==> config.mk <==
export PLATFORM = sky130hd
export DESIGN_NAME = weight_load_sched
export DESIGN_NICKNAME = d
export VERILOG_FILES = /design/src/rtl/weight_load_sched_pkg.sv /design/src/rtl/weight_load_sched_step_cnt.sv /design/src/rtl/weight_load_sched.sv
export SDC_FILE = /design/constraint.sdc
export NUM_CORES = 1
export LEC_CHECK = 0
export BUFFER_PORTS_ARGS = -buffer_cell sky130_fd_sc_hd__clkbuf_2
export CORE_MARGIN = 2
export CORE_UTILIZATION = 45
export CTS_CLUSTER_DIAMETER = 120
export DETAILED_ROUTE_END_ITERATION = 8
export PLACE_DENSITY = 0.66
export SYNTH_ARGS = -nofsm -noshare
export SYNTH_HDL_FRONTEND = slang
export SYNTH_SLANG_ARGS = --single-unit
==> constraint.sdc <==
create_clock -name clk -period 2.08 [get_ports clk]
set_input_delay 0.104 -clock clk [delete_from_list [all_inputs] [get_ports clk]]
set_output_delay 0.104 -clock clk [all_outputs]
set_load 0.005 [all_outputs]
==> src/rtl/weight_load_sched_pkg.sv <==
// weight_load_sched_pkg
//   Shared types and constants for the weight-store load sequencer:
//   sequencer state encoding, layer codes driven on cs, field widths and
//   the layer-order helper.
package weight_load_sched_pkg;

  localparam int unsigned CS_W    = 4;
  localparam int unsigned PHASE_W = 3;
  localparam int unsigned WAIT_W  = 5;

  // Sequencer states (3-bit encoding).
  typedef enum logic [2:0] {
    WS_IDLE  = 3'd0,
    WS_GAP   = 3'd1,
    WS_LOAD  = 3'd2,
    WS_READY = 3'd3,
    WS_FIN   = 3'd4
  } ws_state_e;

  // Layer codes presented on cs to every weight_store.
  typedef enum logic [CS_W-1:0] {
    LAYER0 = 4'd0,
    LAYER1 = 4'd1,
    LAYER2 = 4'd2,
    LAYER3 = 4'd3,
    AFFINE = 4'd4
  } layer_e;

  // Sweep order: LAYER0 -> LAYER1 -> LAYER2 -> LAYER3 -> AFFINE.
  function automatic layer_e next_layer(input layer_e cur);
    layer_e nxt;
    case (cur)
      LAYER0:  nxt = LAYER1;
      LAYER1:  nxt = LAYER2;
      LAYER2:  nxt = LAYER3;
      LAYER3:  nxt = AFFINE;
      default: nxt = LAYER0;
    endcase
    return nxt;
  endfunction

endpackage

==> src/rtl/weight_load_sched_step_cnt.sv <==
// ws_step_cnt
//   Layer/phase position counter for the weight sweep.
//   Ports:
//     clk, rst_n : clock, asynchronous active-low reset
//     clear      : return to LAYER0 / phase 0
//     step       : advance one phase (wrapping into the next layer)
//     cs         : current layer code
//     phase      : current phase within the layer
//     last       : current position is the final phase of AFFINE
module ws_step_cnt
  import weight_load_sched_pkg::*;
#(
  parameter int unsigned N_PHASE_CONV   = 8,
  parameter int unsigned N_PHASE_AFFINE = 2
) (
  input  logic               clk,
  input  logic               rst_n,
  input  logic               clear,
  input  logic               step,
  output logic [CS_W-1:0]    cs,
  output logic [PHASE_W-1:0] phase,
  output logic               last
);

  localparam logic [PHASE_W-1:0] CONV_MAX   = PHASE_W'(N_PHASE_CONV - 1);
  localparam logic [PHASE_W-1:0] AFFINE_MAX = PHASE_W'(N_PHASE_AFFINE - 1);

  layer_e             layer;
  logic [PHASE_W-1:0] phase_max;
  logic               phase_end;

  assign phase_max = (layer == AFFINE) ? AFFINE_MAX : CONV_MAX;
  assign phase_end = (phase == phase_max);
  assign last      = (layer == AFFINE) && phase_end;
  assign cs        = layer;

  always_ff @(posedge clk or negedge rst_n) begin
    if (!rst_n) begin
      layer <= LAYER0;
      phase <= '0;
    end else if (clear) begin
      layer <= LAYER0;
      phase <= '0;
    end else if (step) begin
      if (phase_end) begin
        layer <= next_layer(layer);
        phase <= '0;
      end else begin
        phase <= phase + PHASE_W'(1);
      end
    end
  end

endmodule

==> src/rtl/weight_load_sched.sv <==
// weight_load_sched
//   Walks every (layer, phase) pair, drives cs/phase/load to all
//   weight_store instances, waits for all stores to report valid and hands
//   each weight set to the datapath through a w_ready/w_ack handshake.
//   Ports:
//     clk, rst_n   : clock, asynchronous active-low reset
//     start        : begin a full sweep (accepted only when idle)
//     store_valid  : per-store valid
//     store_load   : load to all stores
//     cs, phase    : current layer code / phase index
//     w_ready      : weights for (cs, phase) are on the store outputs
//     w_ack        : consumer is done with the current weights
//     busy         : sequencer not idle
//     done         : one-cycle pulse at the end of a sweep
//     err          : sticky valid-wait timeout flag
module weight_load_sched
  import weight_load_sched_pkg::*;
#(
  parameter int unsigned NUM_STORES     = 4,
  parameter int unsigned N_PHASE_CONV   = 8,
  parameter int unsigned N_PHASE_AFFINE = 2,
  parameter int unsigned TIMEOUT        = 31
) (
  input  logic                  clk,
  input  logic                  rst_n,
  input  logic                  start,
  input  logic [NUM_STORES-1:0] store_valid,
  output logic                  store_load,
  output logic [CS_W-1:0]       cs,
  output logic [PHASE_W-1:0]    phase,
  output logic                  w_ready,
  input  logic                  w_ack,
  output logic                  busy,
  output logic                  done,
  output logic                  err
);

  localparam logic [WAIT_W-1:0] WAIT_LAST = WAIT_W'(TIMEOUT - 1);

  ws_state_e         state, state_next;
  logic              skip;
  logic [WAIT_W-1:0] wait_cnt;
  logic              step, clear, set_err, last;
  logic              all_valid;

  assign all_valid = &store_valid;

  ws_step_cnt #(
    .N_PHASE_CONV  (N_PHASE_CONV),
    .N_PHASE_AFFINE(N_PHASE_AFFINE)
  ) u_step_cnt (
    .clk  (clk),
    .rst_n(rst_n),
    .clear(clear),
    .step (step),
    .cs   (cs),
    .phase(phase),
    .last (last)
  );

  always_comb begin
    state_next = state;
    step       = 1'b0;
    clear      = 1'b0;
    set_err    = 1'b0;
    case (state)
      WS_IDLE: begin
        if (start) begin
          state_next = WS_GAP;
          clear      = 1'b1;
        end
      end
      WS_GAP: state_next = WS_LOAD;
      WS_LOAD: begin
        // Valid seen in the first LOAD cycle belongs to the previous phase.
        if (!skip && all_valid) begin
          state_next = WS_READY;
        end else if (wait_cnt == WAIT_LAST) begin
          state_next = WS_FIN;
          set_err    = 1'b1;
        end
      end
      WS_READY: begin
        if (w_ack) begin
          if (last) begin
            state_next = WS_FIN;
          end else begin
            state_next = WS_GAP;
            step       = 1'b1;
          end
        end
      end
      WS_FIN:  state_next = WS_IDLE;
      default: state_next = WS_IDLE;
    endcase
  end

  always_ff @(posedge clk or negedge rst_n) begin
    if (!rst_n) begin
      state    <= WS_IDLE;
      skip     <= 1'b0;
      wait_cnt <= '0;
      err      <= 1'b0;
    end else begin
      state    <= state_next;
      skip     <= (state == WS_GAP);
      wait_cnt <= (state == WS_LOAD) ? wait_cnt + WAIT_W'(1) : '0;
      if (clear) begin
        err <= 1'b0;
      end else if (set_err) begin
        err <= 1'b1;
      end
    end
  end

  // Outputs are registered from the next state so they align with state.
  always_ff @(posedge clk or negedge rst_n) begin
    if (!rst_n) begin
      store_load <= 1'b0;
      w_ready    <= 1'b0;
      busy       <= 1'b0;
      done       <= 1'b0;
    end else begin
      store_load <= (state_next == WS_LOAD) || (state_next == WS_READY);
      w_ready    <= (state_next == WS_READY);
      busy       <= (state_next != WS_IDLE);
      done       <= (state_next == WS_FIN);
    end
  end

endmodule

== Word level (Yosys, flattened, before mapping) ==
Cells that the tools add are included.
Cells by class
  add/sub/neg operators: 2
  equality and inequality tests: 12
  muxes and demuxes: 25
  reductions and logical operators: 12
Operators with widths (count)
  $mux 3: 9
  $pmux 3 s4: 2
  $eq 3x2->1 const B: 4
  $mux 4: 3
  $mux 1: 10
  $eq 4x2->1 const B: 2
  $reduce_bool 2->1: 3
  $add 5x1->5 const B: 1
  $eq 5x5->1 const B: 1
  $mux 5: 1
  $eq 4x1->1 const B: 1
  $eq 4x3->1 const B: 1
  $logic_not 4->1: 1
  $reduce_and 4->1: 1
  $add 3x1->3 const B: 1
  $eq 3x1->1 const B: 1
  $eq 3x3->1: 1
  $eq 3x3->1 const B: 1
  $logic_not 3->1: 1
  $reduce_bool 3->1: 1
  $logic_and 1x1->1: 2
  $reduce_and 2->1: 1
  $logic_not 1->1: 1
  $logic_or 1x1->1: 1
Storage, ports and cells
  register bits: 21
  input port bits: 8
  output and inout bits: 12
  logic and storage cells: 61

== Depth between registers and ports, before layout ==
  depth after elaboration: 9
  depth in mapped cells: 5
  mapped depth without buffers: 5

== Modules after synthesis ==
Synthesis repeated with hierarchy kept, for this count alone.
Second synthesis, totals
  cell total of the unflattened synthesis: 97
  area total of the unflattened synthesis: 1002.2 um^2
By module, submodules not included
  weight_load_sched: times used 1, cells each 65, area an instance 659.4 um^2, sequential area each 350.3 um^2
  ws_step_cnt: times used 1, cells each 32, area an instance 342.8 um^2, sequential area each 150.1 um^2

== Worst setup path before layout ==
OpenSTA, ideal clock, no wires.
  path kind: reg2reg
  start point: register state[1]
  end point: register u_step_cnt.layer[2], in the netlist u_step_cnt.cs[2]
  library setup time: 0.135 ns
  data arrival time: 1.325 ns
  required time: 1.945 ns
  path slack: 0.620 ns
  cell stages (with the launch flop): 6
  buffers on the path: 2
  period minus slack after synthesis: 1.460 ns
  cells stage by stage: dfrtp_1 > buf_6 > or4b_1 > buf_2 > o311ai_0 > o21ai_2
On the way
  word-level cells in the longest chain between the ends: 4
  elaborated cells on any way between the ends: 8
  those cells by class: eq/ne: 1; mux: 3; reduce/logical: 4
Ends and longest elaborated chain
  start: declaration: line weight_load_sched.sv:40  | ws_state_e state, state_next;
  start signal: assignment: line weight_load_sched.sv:105  | state <= state_next;
  $eq 3x2->1 / $logic_not 3->1 (equally long branches): line weight_load_sched.sv:66  | case (state)
  $mux 1: line weight_load_sched.sv:66
  $reduce_bool 2->1 (no line)
  $reduce_and 2->1 (no line)
  end signal: assignment: line weight_load_sched_step_cnt.sv:46  | layer <= next_layer(layer);
  end: declaration: line weight_load_sched_step_cnt.sv:28  | layer_e layer;
Several ways; a longest one is shown, not always the timed one.
A chain may end at the register's enable or synchronous reset.

== Worst setup path after layout ==
Ends and elaborated chain as after synthesis.

==> impl_metrics.py <==
metrics = {
    "cts": {
        "clkSlewWorstSetupHoldPaths_ns": 0.11,
        "post_cts_resized": 0,
        "clock_sinks": 20,
        "postCtsSetupBuffers": 0,
        "cts_root_buffer": "clkbuf_4",
        "tritoncts": "done",
        "clock_path_buffers": 2,
        "numCtsBuffers": 3,
        "insertion_delay_ns": 0.30,
        "htree_levels": 1,
    },
    "power": {
        "swShare": 0.369,
        "clock_power_share": 0.167,
        "p_switching_mw": 0.407,
        "p_comb_frac": 0.305,
        "pwr_density_cell_nw_per_um2": 964,
        "p_int_mw": 0.695,
        "p_leak_nw": 0.522,
        "seq_power_share": 0.529,
        "vdd_drop_max_uv": 443,
    },
    "sta": {
        "worstMarginPinSlew_ns": 0.501,
        "fin_skew_ns": 0.00492,
        "fmax_ghz": 0.607,
        "finalCritPeriodShare": 0.791,
        "setup_viol": 0,
        "finalHoldViolCount": 0,
        "rsz0062_at_grt": "no",
        "drv_slew": 0,
        "holdWs_ns": 0.0500,
        "fin_setup_tns_ns": 0,
        "post-route-min-period_ns": 1.65,
        "max-slew-margin-rel": 0.666,
    },
    "detailed_routing": {
        "vias_per_cell": 5.47,
        "wl_met3_um": 60,
        "ant_nets": 0,
        "top_layer": "met4",
        "wl_met1_um": 932,
        "post_drt_wl_per_cell_um": 13.9,
        "vias": 761,
        "wl_met2_um": 926,
        "drtPass1Iterations": 3,
        "drc": 0,
        "drtIter0Drc": 5,
        "routed_wl_um": 1930,
    },
    "yosys": {
        "synth_seq_cells": 20,
        "synth_nets": 105,
        "syn_area_um2": 1030,
        "ys.flop_type": "dfrtp_1",
        "synth-async-reset-ratio": 1.00,
        "synth-seq-area-share": 0.488,
        "yosys_warnings": 0,
        "syn_inst": 94,
        "synth_area_per_cell_um2": 10.9,
        "ys_types": 39,
        "synth_edf_count": 0,
    },
    "placed_design": {
        "io_buffers": 18,
        "place_area_um2": 1110,
        "dpl.hpwl_um": 1380,
        "routabilityCongestion": 0.824,
    },
    "floorplanning": {
        "core.rowCount": 17,
        "io-pin-count": 20,
        "die_h_um": 51.8,
        "start_util": 0.468,
        "core-area_um2": 2190,
        "die_x_um": 51.8,
        "dieArea_um2": 2680,
    },
    "min_path": {
        "holdCritPathClass": "input port to flop",
    },
    "layout": {
        "multiInputGateArea_um2": 478,
        "nets": 124,
        "fin_area_um2": 1140,
        "drive_above_1_share": 0.234,
        "fillers": 205,
        "area_delta_synth_final_pct": 11.5,
        "final_common_cell": "dfrtp_1",
        "utilization": 0.522,
        "insertedDiodeCount": 0,
        "mostFrequentLayoutCells": "dfrtp_1, clkbuf_2, nor2_1",
        "regArea_um2": 500,
    },
    "worst_setup_path": {
        "max_stage_delay_ns": 0.73,
        "end_kind": "flop",
        "path_max_fanout": 10,
        "crit_chain": "or4b_1 -> o311ai_0 -> o21ai_2",
        "crit_path_top_delay_cell": "or4b_1",
        "cp_num_buf_inv": 0,
        "crit_type": "flop to flop",
        "critPathTopFamily": "simple AND/OR/NAND/NOR gates",
        "required_ns": 2.26,
        "critPathArrivalTime_ns": 1.82,
        "critPathLaunchType": "flop",
    },
    "global_route": {
        "grt_pass1_wl_um": 3300,
        "antenna_found_initial": 0,
        "track_usage": 0.169,
        "grt_overflow": 0,
        "grt_max_degree": 21,
        "grt_pass1_vias": 698,
    },
    "status": {
        "outcome": "complete, no violations",
    },
    "run": {
        "cap_violations": 0,
    },
}
## synthesized netlist by cell type, types with 2 or more instances
library cell / number / area share
xor2_1: 2 / 0.017
o211ai_1: 3 / 0.022
o21bai_1: 2 / 0.015
o21ai_0: 3 / 0.015
nand3_1: 6 / 0.029
buf_6: 2 / 0.022
o21ai_1: 3 / 0.015
ha_1: 3 / 0.037
buf_2: 2 / 0.0098
a21oi_1: 3 / 0.015
and4b_1: 2 / 0.020
nand2_1: 4 / 0.015
nand3b_1: 2 / 0.015
dfrtp_1: 20 / 0.49
inv_1: 2 / 0.0073
nor3_1: 2 / 0.0098
nor2b_1: 2 / 0.012
nor3b_1: 2 / 0.015
nor2_1: 7 / 0.026
or3b_1: 3 / 0.026
## layout make-up
type,instances,area share
well taps,28,0.0306
multi-input cells,67,0.418
repair buffers,19,0.0875
flip-flops and latches,20,0.438
clock buffers,3,0.0197
inverters,2,0.00656
## worst reg2reg max path: stages, from the launching register on
cell and delay, ns:
dfrtp_1 0.48, or4b_1 0.73, o311ai_0 0.22, o21ai_2 0.09
## state kept, by name, summed over array words and instances (netlist names)
signal,flops
wait_cnt,5
state,3
u_step_cnt.cs,3
u_step_cnt.phase,3
busy,1
done,1
err,1
skip,1
store_load,1
w_ready,1
## power by group through the flow
stage               clock, mW  combinational [mW]  sequential (mW)
floorplan                   0               0.307            0.548
global placement            0               0.334            0.586
detailed placement          0               0.336            0.591
CTS                     0.185               0.340            0.582
global route            0.209               0.391            0.603
finish                  0.184               0.336            0.583
## cells by family after synthesis
kind of cell	share of synthesized area
AOI/OAI and AO/OA	0.155
xor gates and xnor gates	0.0256
adders and majority gates	0.0366
buffers and inverters	0.0463
DFF	0.488
other	0.00366
and+or+nand+nor	0.245
## timing repair
action / in CTS / in global routing
endpoints found under the setup margin: 0 / 0
hold buffers: 1 / 0
endpoints found under the hold margin: 20 / 0
## path summary, 6_finish.rpt
path,slack (ns),depth (start not counted),end,startpoint
max in group asynchronous,1.45,2,wait_cnt[1]$_DFF_PN0_,rst_n
worst min register to register,0.50,1,wait_cnt[0]$_DFF_PN0_,wait_cnt[0]$_DFF_PN0_
worst max-delay path,0.43,3,u_step_cnt.cs[2]$_DFFE_PN0P_,state[1]$_DFF_PN0_
worst min-delay path,0.05,3,busy$_DFF_PN0_,start
worst max register to register,0.43,3,u_step_cnt.cs[2]$_DFFE_PN0P_,state[1]$_DFF_PN0_
min in group asynchronous,0.29,2,w_ready$_DFF_PN0_,rst_n
## routing by layer
metal  up-vias  GRT usage
met5         -          0
met4         0     0.0789
met3         2     0.0259
met2        11      0.282
met1       372      0.215
li1        376          -
## per-stage QoR
| stage | worst slack (ns) | instances | power, mW |
|---|---|---|---|
| after CTS | 0.442 | 139 | 1.11 |
| after floorplan | 0.620 | 94 | 0.855 |
| final | 0.434 | 139 | 1.10 |
| after detailed placement | 0.458 | 135 | 0.927 |
| after global routing | 0.344 | 139 | 1.20 |
| after global placement | 0.525 | 135 | 0.920 |
Power figures use the tool's default switching activity.
